===== config.mk =====
export PLATFORM = sky130hd
export DESIGN_NAME = disp_mux_n
export DESIGN_NICKNAME = d
export VERILOG_FILES = /design/src/rtl/disp_mux_pkg.sv /design/src/rtl/disp_mux_n_tick_gen.sv /design/src/rtl/disp_mux_n.sv
export SDC_FILE = /design/constraint.sdc
export NUM_CORES = 1
export LEC_CHECK = 0
export ABC_AREA = 1
export BUFFER_PORTS_ARGS = -buffer_cell sky130_fd_sc_hd__buf_4
export CORE_AREA = 2 2 65 67
export DETAILED_ROUTE_END_ITERATION = 10
export DIE_AREA = 0 0 67 69
export PLACE_DENSITY = 0.44
export SLEW_MARGIN = 20
export SYNTH_ARGS = -nofsm -noshare
export SYNTH_HDL_FRONTEND = slang
export SYNTH_SLANG_ARGS = --single-unit
export TNS_END_PERCENT = 100

===== constraint.sdc =====
create_clock -name clk -period 1.37 [get_ports clk]
set_clock_uncertainty 0.05 [all_clocks]
set_input_delay 0.3425 -clock clk [delete_from_list [all_inputs] [get_ports clk]]
set_output_delay 0.3425 -clock clk [all_outputs]
set_load 0.01 [all_outputs]

===== src/rtl/disp_mux_pkg.sv =====
// rtl/disp_mux_pkg.sv - shared helpers for the multiplexed display scanner
//
// Purpose : index-width helper and anode drive level constants shared by
//           disp_mux_n and tick_gen.
// Ports   : none (package).

package disp_mux_pkg;

  // Anode "on" level for each polarity; "off" is always the complement.
  localparam logic AN_ON_ACTIVE_HIGH = 1'b1;
  localparam logic AN_ON_ACTIVE_LOW  = 1'b0;

  // clog2 with a floor of 1 so a single-entry index still has a real bit.
  function automatic int idx_width(input int n);
    return (n <= 1) ? 1 : $clog2(n);
  endfunction

endpackage


===== src/rtl/disp_mux_n_tick_gen.sv =====
// rtl/disp_mux_n_tick_gen.sv - prescale counter producing the slot-advance strobe
//
// Purpose : counts 0..PRESCALE-1 while enabled; tick is high (combinationally)
//           in the cycle the count equals PRESCALE-1, which is the cycle the
//           scanner advances its slot index.
// Ports   : clk    - rising-edge clock
//           reset  - asynchronous active-low reset (count -> 0)
//           enable - count enable; count holds and tick is 0 when low
//           tick   - slot-advance strobe

module tick_gen
  import disp_mux_pkg::*;
#(
  parameter int PRESCALE = 1
) (
  input  logic clk,
  input  logic reset,
  input  logic enable,
  output logic tick
);

  localparam int CNT_W = idx_width(PRESCALE);
  localparam logic [CNT_W-1:0] LAST = CNT_W'(PRESCALE - 1);

  logic [CNT_W-1:0] r_cnt;

  assign tick = enable && (r_cnt == LAST);

  always_ff @(posedge clk or negedge reset) begin
    if (!reset) begin
      r_cnt <= '0;
    end else if (enable) begin
      r_cnt <= tick ? '0 : r_cnt + CNT_W'(1);
    end
  end

endmodule


===== src/rtl/disp_mux_n.sv =====
// rtl/disp_mux_n.sv - N-digit multiplexed display scanner with PWM and LZ blanking
//
// Purpose : scans NUM_DIGITS digits one slot at a time, presenting the slot's
//           value on muxd and a one-hot anode drive on adrive, dimmed by a
//           free-running PWM and masked by blank / leading-zero suppression.
// Ports   : clk         - rising-edge clock
//           reset       - asynchronous active-low reset
//           enable      - scan enable; counters and muxd hold when low
//           digits      - packed digit values, digit k at [k*DIGIT_W +: DIGIT_W]
//           blank       - per-digit blank mask
//           brightness  - PWM duty (all ones = always on)
//           lz_suppress - suppress leading zero digits (never digit 0)
//           muxd        - registered value of the current digit
//           adrive      - registered one-hot anode drive (polarity per ACTIVE_LOW_AN)
//           digit_idx   - current slot index
//           frame_tick  - one-cycle pulse after the index wraps to 0

module disp_mux_n
  import disp_mux_pkg::*;
#(
  parameter int NUM_DIGITS    = 4,
  parameter int DIGIT_W       = 4,
  parameter int PRESCALE      = 1,
  parameter int DUTY_W        = 4,
  parameter int ACTIVE_LOW_AN = 0
) (
  input  logic                             clk,
  input  logic                             reset,
  input  logic                             enable,
  input  logic [NUM_DIGITS*DIGIT_W-1:0]    digits,
  input  logic [NUM_DIGITS-1:0]            blank,
  input  logic [DUTY_W-1:0]                brightness,
  input  logic                             lz_suppress,
  output logic [DIGIT_W-1:0]               muxd,
  output logic [NUM_DIGITS-1:0]            adrive,
  output logic [idx_width(NUM_DIGITS)-1:0] digit_idx,
  output logic                             frame_tick
);

  localparam int IDX_W = idx_width(NUM_DIGITS);
  localparam logic [IDX_W-1:0] LAST_IDX = IDX_W'(NUM_DIGITS - 1);
  localparam logic AN_ON  = (ACTIVE_LOW_AN != 0) ? AN_ON_ACTIVE_LOW : AN_ON_ACTIVE_HIGH;
  localparam logic AN_OFF = ~AN_ON;

  logic [IDX_W-1:0]      r_idx;
  logic [DUTY_W-1:0]     r_pwm;
  logic [DIGIT_W-1:0]    r_muxd;
  logic [NUM_DIGITS-1:0] r_adrive;
  logic                  r_frame;

  logic                  w_tick;
  logic                  w_pwm_on;
  logic                  w_drive;
  logic                  w_seen_nz;
  logic                  w_blank_cur;
  logic                  w_supp_cur;
  logic [DIGIT_W-1:0]    w_digit;
  logic [NUM_DIGITS-1:0] w_supp;
  logic [NUM_DIGITS-1:0] w_adrive_nxt;

  tick_gen #(
    .PRESCALE (PRESCALE)
  ) u_tick_gen (
    .clk    (clk),
    .reset  (reset),
    .enable (enable),
    .tick   (w_tick)
  );

  // All-ones duty means fully on; otherwise the PWM would miss one cycle in 2^DUTY_W.
  assign w_pwm_on = (r_pwm < brightness) || (&brightness);

  // Walk from the most significant digit down: a digit is a leading zero
  // until some digit at or above it is non-zero. Digit 0 is never included.
  always_comb begin
    w_supp    = '0;
    w_seen_nz = 1'b0;
    for (int k = NUM_DIGITS - 1; k >= 1; k--) begin
      w_seen_nz = w_seen_nz | (|digits[k*DIGIT_W +: DIGIT_W]);
      w_supp[k] = lz_suppress && !w_seen_nz;
    end
  end

  // Select everything belonging to the current slot with an explicit compare
  // so non-power-of-two digit counts never index out of range.
  always_comb begin
    w_digit     = '0;
    w_blank_cur = 1'b0;
    w_supp_cur  = 1'b0;
    for (int k = 0; k < NUM_DIGITS; k++) begin
      if (r_idx == IDX_W'(k)) begin
        w_digit     = digits[k*DIGIT_W +: DIGIT_W];
        w_blank_cur = blank[k];
        w_supp_cur  = w_supp[k];
      end
    end
  end

  assign w_drive = enable && w_pwm_on && !w_blank_cur && !w_supp_cur;

  always_comb begin
    w_adrive_nxt = {NUM_DIGITS{AN_OFF}};
    for (int k = 0; k < NUM_DIGITS; k++) begin
      if (w_drive && (r_idx == IDX_W'(k))) begin
        w_adrive_nxt[k] = AN_ON;
      end
    end
  end

  always_ff @(posedge clk or negedge reset) begin
    if (!reset) begin
      r_idx    <= '0;
      r_pwm    <= '0;
      r_muxd   <= '0;
      r_adrive <= {NUM_DIGITS{AN_OFF}};
      r_frame  <= 1'b0;
    end else begin
      // Anode drive clears while disabled; enable is folded into w_drive.
      r_adrive <= w_adrive_nxt;
      // w_tick is already gated by enable, so the pulse is 0 while disabled.
      r_frame  <= w_tick && (r_idx == LAST_IDX);
      if (enable) begin
        r_pwm  <= r_pwm + DUTY_W'(1);
        r_muxd <= w_digit;
        if (w_tick) begin
          r_idx <= (r_idx == LAST_IDX) ? '0 : r_idx + IDX_W'(1);
        end
      end
    end
  end

  assign muxd       = r_muxd;
  assign adrive     = r_adrive;
  assign digit_idx  = r_idx;
  assign frame_tick = r_frame;

endmodule


# Yosys cells after proc, flatten, opt, wreduce, memory -nomap -nowiden
# Index checks and enable logic that the tools add are counted.
[totals]
input_bits = 28
output_inout_bits = 11
rom_bits = 0
latch_bits = 0
regBits = 16
mem_count = 0
ramBits = 0
elab_cells = 57
[classes]
div_mod_pow = 0
n_mux = 17
n_bitwise = 3
magnitude_cmp = 1
multipliers = 0
n_shift = 0
n_reduce_logical = 24
add_sub_neg = 3
n_eq_ne = 3
[ops]
columns = ["op", "n"]
rows = [
  ["4-bit two-way mux", 4],
  ["1-bit logical AND", 12],
  ["1-bit two-way mux", 12],
  ["4-bit OR reduction", 3],
  ["1-bit logical NOT", 5],
  ["4-bit by 1-bit adder with 4-bit output (second input constant)", 1],
  ["2-bit equality test (second input constant)", 2],
  ["4-bit less-than comparator", 1],
  ["4-bit AND reduction", 1],
  ["2-bit by 1-bit adder with 2-bit output (second input constant)", 1],
  ["2-bit by 1-bit equality test with 1-bit output (second input constant)", 1],
  ["2-bit logical NOT", 1],
  ["2-bit two-way mux", 1],
  ["1-bit bitwise OR", 2],
  ["2-bit AND reduction", 1],
  ["1-bit adder (second input constant)", 1],
  ["1-bit logical OR", 1],
  ["1-bit inverter", 1],
]

# Logic depth before layout (Yosys ltp)
# Gate-level depths: netlist (run 1).
[logic_depth]
word_depth = 12
depth_mapped = 11
mapped_depth_nobuf = 11

# Modules after synthesis
# A second synthesis (run 1) with hierarchy kept.
[unflattened]
cells_unflattened = 121
hier_area_um2 = 957.2
[by_module_without_submodules]
columns = ["mod", "seq_area_each_um2", "area_each_um2", "cells_each", "instances"]
rows = [
  ["disp_mux_n", 375.4, 917.1, 116, 1],
  ["tick_gen", 25.0, 40.0, 5, 1],
]

# Least setup slack after synthesis (run 1)
# No wires, ideal clock.
[synth_timing]
kind = "register to register"
startpoint = "reg r_idx[1], in the netlist digit_idx[1]"
endpoint = "reg r_adrive[3], in the netlist adrive[3]"
arrival_ns = 1.310
n_path_buf = 0
slack_ns = -0.114
required_time_ns = 1.196
setup_time_ns = 0.124
period_less_slack_ns = 1.484
stages_incl_launch_ff = 12
path_cell_list = "dfrtp_1 > inv_1 > ha_1 > inv_2 > nor2_1 > nand3b_1 > nand2_1 > nand2_1 > nand2_1 > nand2_1 > nand2_2 > nor2_1"
[synth_via]
elab_chain_len = 10
word_cells_on_any_way = 17
classes_between = "3 x eq/ne; 8 x mux; 6 x reduce/logical"
[synth_rtl]
columns = ["element", "line", "rtl"]
rows = [
  ["start, declared", "disp_mux_n.sv:45", "logic [IDX_W-1:0] r_idx;"],
  ["start signal, assigned", "disp_mux_n.sv:126", "r_idx <= (r_idx == LAST_IDX) ? '0 : r_idx + IDX_W'(1);"],
  ["2-bit logical NOT", "disp_mux_n.sv:91", "if (r_idx == IDX_W'(k)) begin"],
  ["1-bit two-way mux (4 in a row)", "disp_mux_n.sv:91", ""],
  ["1-bit logical NOT", "disp_mux_n.sv:99", "assign w_drive = enable && w_pwm_on && !w_blank_cur && !w_supp_cur;"],
  ["1-bit logical AND (2 in a row)", "disp_mux_n.sv:99", ""],
  ["1-bit logical AND *", "disp_mux_n.sv:104", "if (w_drive && (r_idx == IDX_W'(k))) begin"],
  ["1-bit two-way mux *", "disp_mux_n.sv:104", ""],
  ["named net w_adrive_nxt[3]", "disp_mux_n.sv:59", "logic [NUM_DIGITS-1:0] w_adrive_nxt;"],
  ["end signal, assigned", "disp_mux_n.sv:115", "r_adrive <= {NUM_DIGITS{AN_OFF}};"],
  ["end signal, assigned", "disp_mux_n.sv:119", "r_adrive <= w_adrive_nxt;"],
  ["end, declared", "disp_mux_n.sv:48", "logic [NUM_DIGITS-1:0] r_adrive;"],
]
# Mark *: on every way through the listed nets, which the timed path passes. The rest lies on a longest branch.
# A chain may end at the register's enable or synchronous reset.

# Worst setup path in the final report (run 1)
[layout_timing]
startpoint = "reg r_idx[1], in the netlist digit_idx[1]"
endpoint = "out digit_idx[1]"
[layout_rtl]
columns = ["element", "line", "rtl"]
rows = [
  ["end, declared", "disp_mux_n.sv:36", "output logic [idx_width(NUM_DIGITS)-1:0] digit_idx,"],
]
# No word-level cell between the ends.

==> results of run 1 <==
final timing paths:
kind	endpoint	slack, ps	cells after the start
setup reg to reg	adrive[3]$_DFF_PN0_	-70	11
max in group asynchronous	digit_idx[0]$_DFFE_PN0P_	630	2
setup / recovery	digit_idx[1]	-100	3
hold reg to reg	frame_tick$_DFF_PN0_	430	1
hold / removal	u_tick_gen.r_cnt$_DFFE_PN0P_	280	2
min in group asynchronous	adrive[3]$_DFF_PN0_	450	2
cell usage in the layout, fill, tap and decap left out, drive strengths merged, types with 2 or more instances in the layout:
master	synthesis	layout
nor2	15	15
inv	16	16
buf	1	56
xor2	2	2
dfrtp	16	16
nand4	2	2
o21ai	2	2
ha	8	8
clkbuf	0	4
nand2	24	24
nand3	7	7
a21oi	15	15
o211ai	4	4
power by group:
group	total [mW]	switching, mW	internal [mW]
Combinational	1.61	0.761	0.848
Sequential	0.810	0.153	0.656
Clock	0.416	0.161	0.255
Total	2.83	1.08	1.76
critical path, stage by stage (launching register included):
cell	delay [ps]
dfrtp_2	450
buf_4	150
buf_6	100
buf_4	130
through the flow:
step / instance area [µm²] / total power [mW] / instances / hold slack [ps] / worst slack [ps]
3_3_place_gp: 1416 / 2.236 / 219 / 167.8 / -122.5
4_1_cts: 1496 / 2.725 / 225 / 287.8 / -69.76
3_5_place_dp: 1416 / 2.260 / 219 / 168.2 / -76.82
2_1_floorplan: 967.2 / 1.565 / 117 / -3.091 / 2.461
6_report: 1560 / 2.834 / 227 / 284.5 / -95.23
5_1_grt: 1560 / 3.075 / 227 / 290.8 / -166.8
cells by family (layout without fill, tap and decap cells):
| family | count (synthesis) | after routing | share of synthesized area (%) |
|---|---|---|---|
| AOI/OAI and AO/OA | 21 | 21 | 12.65 |
| xor gates and xnor gates | 3 | 3 | 2.797 |
| buffers and inverters | 17 | 77 | 7.590 |
| DFF | 16 | 16 | 42.61 |
| and+or+nand+nor | 52 | 52 | 23.70 |
| adders and majority gates | 8 | 8 | 10.65 |
Yosys cell counts, drive strengths merged, types with 2 or more instances:
master  instances
a21oi          15
dfrtp          16
ha              8
inv            16
nand2          24
nand3           7
nand4           2
nor2           15
o211ai          4
o21ai           2
xor2            2
final cells by class:
type / instances / area (µm²) / area share [%]
Clock buffer: 4 / 55.05 / 3.528
Timing Repair Buffer: 57 / 434.2 / 27.83
Sequential cell: 16 / 402.9 / 25.82
Tap cell: 50 / 62.56 / 4.010
Inverter: 16 / 67.56 / 4.330
Multi-Input combinational cell: 84 / 538.0 / 34.48
repair_timing:
item	in CTS	in global routing
setup buffers	1	2
hold buffers	1	0
cloned	0	0
endpoints found under the hold margin	16	0
endpoints found under the setup margin	9	10
pin swaps	1	4
resized for setup	3	14
registers in the layout (all words and copies together) (netlist names):
signal,flops
r_pwm,4
muxd,4
adrive,4
digit_idx,2
u_tick_gen.r_cnt,1
frame_tick,1
routing by layer:
metal | vias up | wire [µm]
met4 | 0 | 15
met1 | 453 | 1201
met5 | - | 0
li1 | 503 | -
met2 | 29 | 1183
met3 | 2 | 148
==> results.md, run 1 <==
- Status: complete, but fails checks
- Failing checks: setup timing
- Vias in the first global route: 901
- Largest net degree at the start of global routing: 17
- Hold Fails Final Rpt: 0
- Drt initial violations: 27
- Gr usage total: a little under an eighth
- Die X: 67 µm
- Yosys warns: 0
- Nets: 214
- Final WL: around 2500 µm
- Overflow after GRT: 0
- Crit start category: register
- Cell variety after synth: 20
- Crit Path Class: register to output port
- Min Tclk post-route: 1465 ps
- # port buffers: 38
- Synth Area per Inst: 8.031 µm²
- First-pass detailed-route iteration total: 4
- Fillcell total: 419
- Critical path arrival: roughly 1100 ps
- RSZ-0062 raised after global routing: yes
- Routed Antenna Nets: 0
- Worst slew pin tran: 387.3 ps
- Die Y: approximately 69 µm
- DR vias/cell: 4.348
- Peak-usage layer in the global routing report: met2
- Global-route wire length before repair: 4112 µm
- Area leader, netlist: dfrtp_1
- Initial antenna violation count: 0
- Worst-path maximum fanout: 4
- Fin util: 39.87%
- Routing usage on met3: 2.284%
- P per Cell Area: 1817 nW/µm²
- Die area: around 4600 µm²
- Critical Path End Type: output port
- Clock-pin slew on the worst setup and hold paths: about 70 ps
- Syn_nets: 153
- Top-level port count: 39
- PnR worst setup slack: -95.23 ps
- DRC errors left: 0
- Area contributors post-synth: dfrtp_1, ha_1, nand2_1
- Max Clk Rate: 682.5 MHz
- CP Data Required Time: 980 ps
- CP startpoint: digit_idx[1]$_DFFE_PN0P_
- ANT cells: 0
- Min-delay src: enable
- Dpl hpwl: 2110 µm
- Yosys reg bits: 16
- Clock root buffer: clkbuf_8
- Bufs on Longest Clock Path: 2
- EDFF count, synth: 0
- Setup Viol. Count Final: 7
- M2 GR Usage: 17.60%
- FP Rows: 23
- CTS sink cnt: 16
- Max Cap Viol: 0
- R2R Path Start: digit_idx[1]$_DFFE_PN0P_
- Routability cong.: 0.7989
- Top_reg_cell synth: dfrtp_1
- Mapped Cells: 117
- Layout area overhead: 66.05%
- Initial Util: 24.01%
- Leakage power: 0.7909 nW
- Share of post-route cells with drive strength above 1: a little under half
- Num CTS Buffers: 3
- Seq/Total Area, Yosys: 42.61%
- Met1 Use GR: 15.53%
- Fin crit share: 107.0%
- DR WL/cell: 11.23 µm
- Synth top area share: a little over two fifths
- Peak supply drop: 777.5 µV
- HP Class: input pin to register
- Core area: 3914 µm²
- Via count: 987
- H-tree levels: 1
- Relative slew slack: 73.94%
- CTS tree: yes
- Fin Setup TNS: -389.0 ps
- Final slew viol count: 0
- Clk_lat worst skew: 250 ps
- Post-synthesis async set-or-reset flop share: 100.0%
- Cell area after synthesis: 939.7 µm²
Note: power is estimated with default switching activity, not from simulation.
==> run 2: changes to the inputs <==
--- a/constraint.sdc
+++ b/constraint.sdc
@@ -4,2 +4,2 @@
 set_output_delay 0.3425 -clock clk [all_outputs]
-set_load 0.01 [all_outputs]
+set_load 0.05 [all_outputs]
==> run 2 against run 1 <==
  * The flow still finishes with violations (setup timing)
  * Routed wire length is 3.3% higher
  * Global-route usage is 0.50 points higher
  * Utilization is 0.22 points lower
  * Sequential power hardly changed
  * Hold slack better by 2.4 ps
  * Setup slack better by 20 ps
  * Final area is 0.56% lower
  * Via count is 1.1% lower
  * First-iteration DRC count is 22% lower
  * Critical endpoint is now adrive[1]$_DFF_PN0_
  * Largest cell class unchanged
==> results.md, run 2 (synthesis gave the netlist of run 1 again) <==
- HP Class: input pin to register (unchanged)
- ANT cells: 0 (unchanged)
- First-pass detailed-route iteration total: 4 (unchanged)
- P per Cell Area: 2060 nW/µm² (was 1817 nW/µm²)
- Max Cap Viol: 0 (unchanged)
- Vias in the first global route: 1032 (was 901)
- DR WL/cell: 11.55 µm (was 11.23 µm)
- Worst-path maximum fanout: 5 (was 4)
- Setup slack at placement: -100.4 ps (was -76.82 ps)
- Num CTS Buffers: 3 (unchanged)
- Slowest CP cell: dfrtp_2 (unchanged)
- Peak-usage layer in the global routing report: met2 (unchanged)
- Most common cell after layout, fill and taps aside: buf_4 (unchanged)
- Bufs and invs on worst path: 2 (was 3)
- Global-route wire length before repair: 4353 µm (was 4112 µm)
- Die Y: 69 µm (unchanged)
- PnR worst setup slack: -75.73 ps (was -95.23 ps)
- Reg power frac: 25.4% (was 28.6%)
- Critical Path End Type: register (was output port)
- Internal power: 1.770 mW (was 1.759 mW)
- CP peak stage delay: 470 ps (was 450 ps)
- Layout area overhead: 65.11% (was 66.05%)
- Worst hold path cell count: 2 (unchanged)
- Fillcell total: 421 (was 419)
- Setup Viol. Count Final: 9 (was 7)
- Clock root buffer: clkbuf_8 (unchanged)
- Failing checks: setup timing (unchanged)
- Min-delay src: enable (unchanged)
- Cell family with most CP delay: flip-flops (unchanged)
- Routing usage on met3: 2.447% (was 2.284%)
- Drt initial violations: 21 (was 27)
- Worst slew pin tran: 290.0 ps (was 387.3 ps)
- Status: complete, but fails checks (unchanged)
- Gr usage total: 11.78% (was 11.28%)
- # port buffers: 38 (unchanged)
- Worst Hold End: u_tick_gen.r_cnt$_DFFE_PN0P_ (unchanged)
- Final slew viol count: 0 (unchanged)
- Share of post-route cells with drive strength above 1: 43.82% (was 45.76%)
- Met1 Use GR: 15.54% (was 15.53%)
- DRC errors left: 0 (unchanged)
- Largest net degree at the start of global routing: 17 (unchanged)
- R2R Path Start: digit_idx[0]$_DFFE_PN0P_ (was digit_idx[1]$_DFFE_PN0P_)
- CTS sink cnt: 16 (unchanged)
- Bufs on Longest Clock Path: 2 (unchanged)
- Hold Fails Final Rpt: 0 (unchanged)
- Fin crit share: 105.5% (was 107.0%)
- Critical path arrival: 1570 ps (was 1070 ps)
- Dpl hpwl: 2172 µm (was 2110 µm)
- Clock Power Share: 12.8% (was 14.7%)
- FP Rows: 23 (unchanged)
- Top-level port count: 39 (unchanged)
- Leakage power: 0.7988 nW (was 0.7909 nW)
- Initial Util: 24.01% (unchanged)
- Crit Path Class: register to register (was register to output port)
- Die area: 4623 µm² (unchanged)
- Clk_lat worst skew: 240 ps (was 250 ps)
- CP Data Required Time: 1490 ps (was 980 ps)
- Stages on worst setup path: 10 (was 3)
- Peak supply drop: 865.3 µV (was 777.5 µV)
- Register area: 402.9 µm² (unchanged)
- Nets: 215 (was 214)
- H-tree levels: 1 (unchanged)
- Switch share: 44.61% (was 37.95%)
- Overflow after GRT: 0 (unchanged)
- Routability cong.: 0.7870 (was 0.7989)
- Routed Antenna Nets: 0 (unchanged)
- Flop2flop setup slack: -80 ps (was -70 ps)
- CP cell instances: inv_4, ha_4, inv_4, nor2_4, nor2_1, nand2_1, nand2_2, a21oi_2, nand2_2, nor2_1 (was buf_4, buf_6, buf_4)
- Dpl cell area: 1431 µm² (was 1416 µm²)
- Multi-input logic area: 518.0 µm² (was 538.0 µm²)
- Gate power share: 61.8% (was 56.8%)
- Crit start category: register (unchanged)
- DR vias/cell: 4.281 (was 4.348)
- Initial antenna violation count: 0 (unchanged)
- R2R cell count: 10 (was 11)
- Finished Cell Area: 1551 µm² (was 1560 µm²)
- Core area: 3914 µm² (unchanged)
- Switch Pwr: 1.426 mW (was 1.076 mW)
- Min Tclk post-route: 1446 ps (was 1465 ps)
- Relative slew slack: 80.49% (was 73.94%)
- Via count: 976 (was 987)
- CTS tree: yes (unchanged)
- RR Endpoint: adrive[1]$_DFF_PN0_ (was adrive[3]$_DFF_PN0_)
- Die X: 67 µm (unchanged)
- Fin util: 39.64% (was 39.87%)
- RSZ-0062 raised after global routing: yes (unchanged)
- M2 GR Usage: 19.47% (was 17.60%)
- Max Clk Rate: 691.7 MHz (was 682.5 MHz)
- Commonest cells after routing, fill and taps aside: buf_4, nand2_1, a21oi_1, dfrtp_1, nor2_1 (was buf_4, nand2_1, dfrtp_1)
- Final WL: 2634 µm (was 2549 µm)
- Clock-pin slew on the worst setup and hold paths: 60 ps (was 70 ps)
## run 2: cell types whose count changed in the layout (fill, tap and decap cells not counted), sizes merged
cell  change
buf       +1
## run 2: metrics by stage
stage	hold WS (ps)	std cells	TNS (ps)	power, mW
6_report	286.9	228	-433.0	3.196
5_1_grt	306.0	228	-1254	3.447
4_1_cts	291.4	225	-350.2	3.138
3_5_place_dp	170.6	220	-444.4	2.687
3_3_place_gp	167.0	220	-428.4	2.654
2_1_floorplan	-3.091	117	-442.3	1.948
## run 2: what timing repair did
action | in CTS | in global routing
cloned | 0 | 0
setup endpoints to repair | 8 | 11
gates resized for setup | 4 | 6
endpoints found under the hold margin | 16 | 0
setup buffers | 0 | 3
pin swaps | 2 | 6
hold buffers | 1 | 0
## run 2: final cells by class
type / count / area share, %
Tap cell: 50 / 4.032
Clock buffer: 4 / 3.548
Multi-Input combinational cell: 84 / 33.39
Timing Repair Buffer: 58 / 28.71
Inverter: 16 / 4.355
Sequential cell: 16 / 25.97
## run 2: power groups by stage
| stage | registers [mW] | logic, mW | clock network [mW] |
|---|---|---|---|
| finish | 0.812 | 1.98 | 0.409 |
| detailed placement | 0.816 | 1.87 | 0 |
| CTS | 0.816 | 1.90 | 0.423 |
| global placement | 0.809 | 1.84 | 0 |
| floorplan | 1.21 | 0.739 | 0 |
| global route | 0.837 | 2.16 | 0.449 |
## run 2: routing by layer
layer / up-vias / part of all wire (%)
li1: 504 / -
met1: 444 / 45
met2: 26 / 49
met3: 2 / 5.3
met4: 0 / 0.46
met5: - / 0
## run 2: how the worst max path moves through the flow
stage	slack [ps]	to	startpoint
floorplan	-120	adrive[3]$_DFF_PN0_	digit_idx[1]$_DFFE_PN0P_
finish	-80	adrive[1]$_DFF_PN0_	digit_idx[0]$_DFFE_PN0P_
detailed placement	-100	adrive[1]$_DFF_PN0_	digit_idx[0]$_DFFE_PN0P_
global placement	-100	adrive[3]$_DFF_PN0_	digit_idx[0]$_DFFE_PN0P_
CTS	-70	adrive[1]$_DFF_PN0_	digit_idx[0]$_DFFE_PN0P_
global route	-190	adrive[0]$_DFF_PN0_	digit_idx[1]$_DFFE_PN0P_
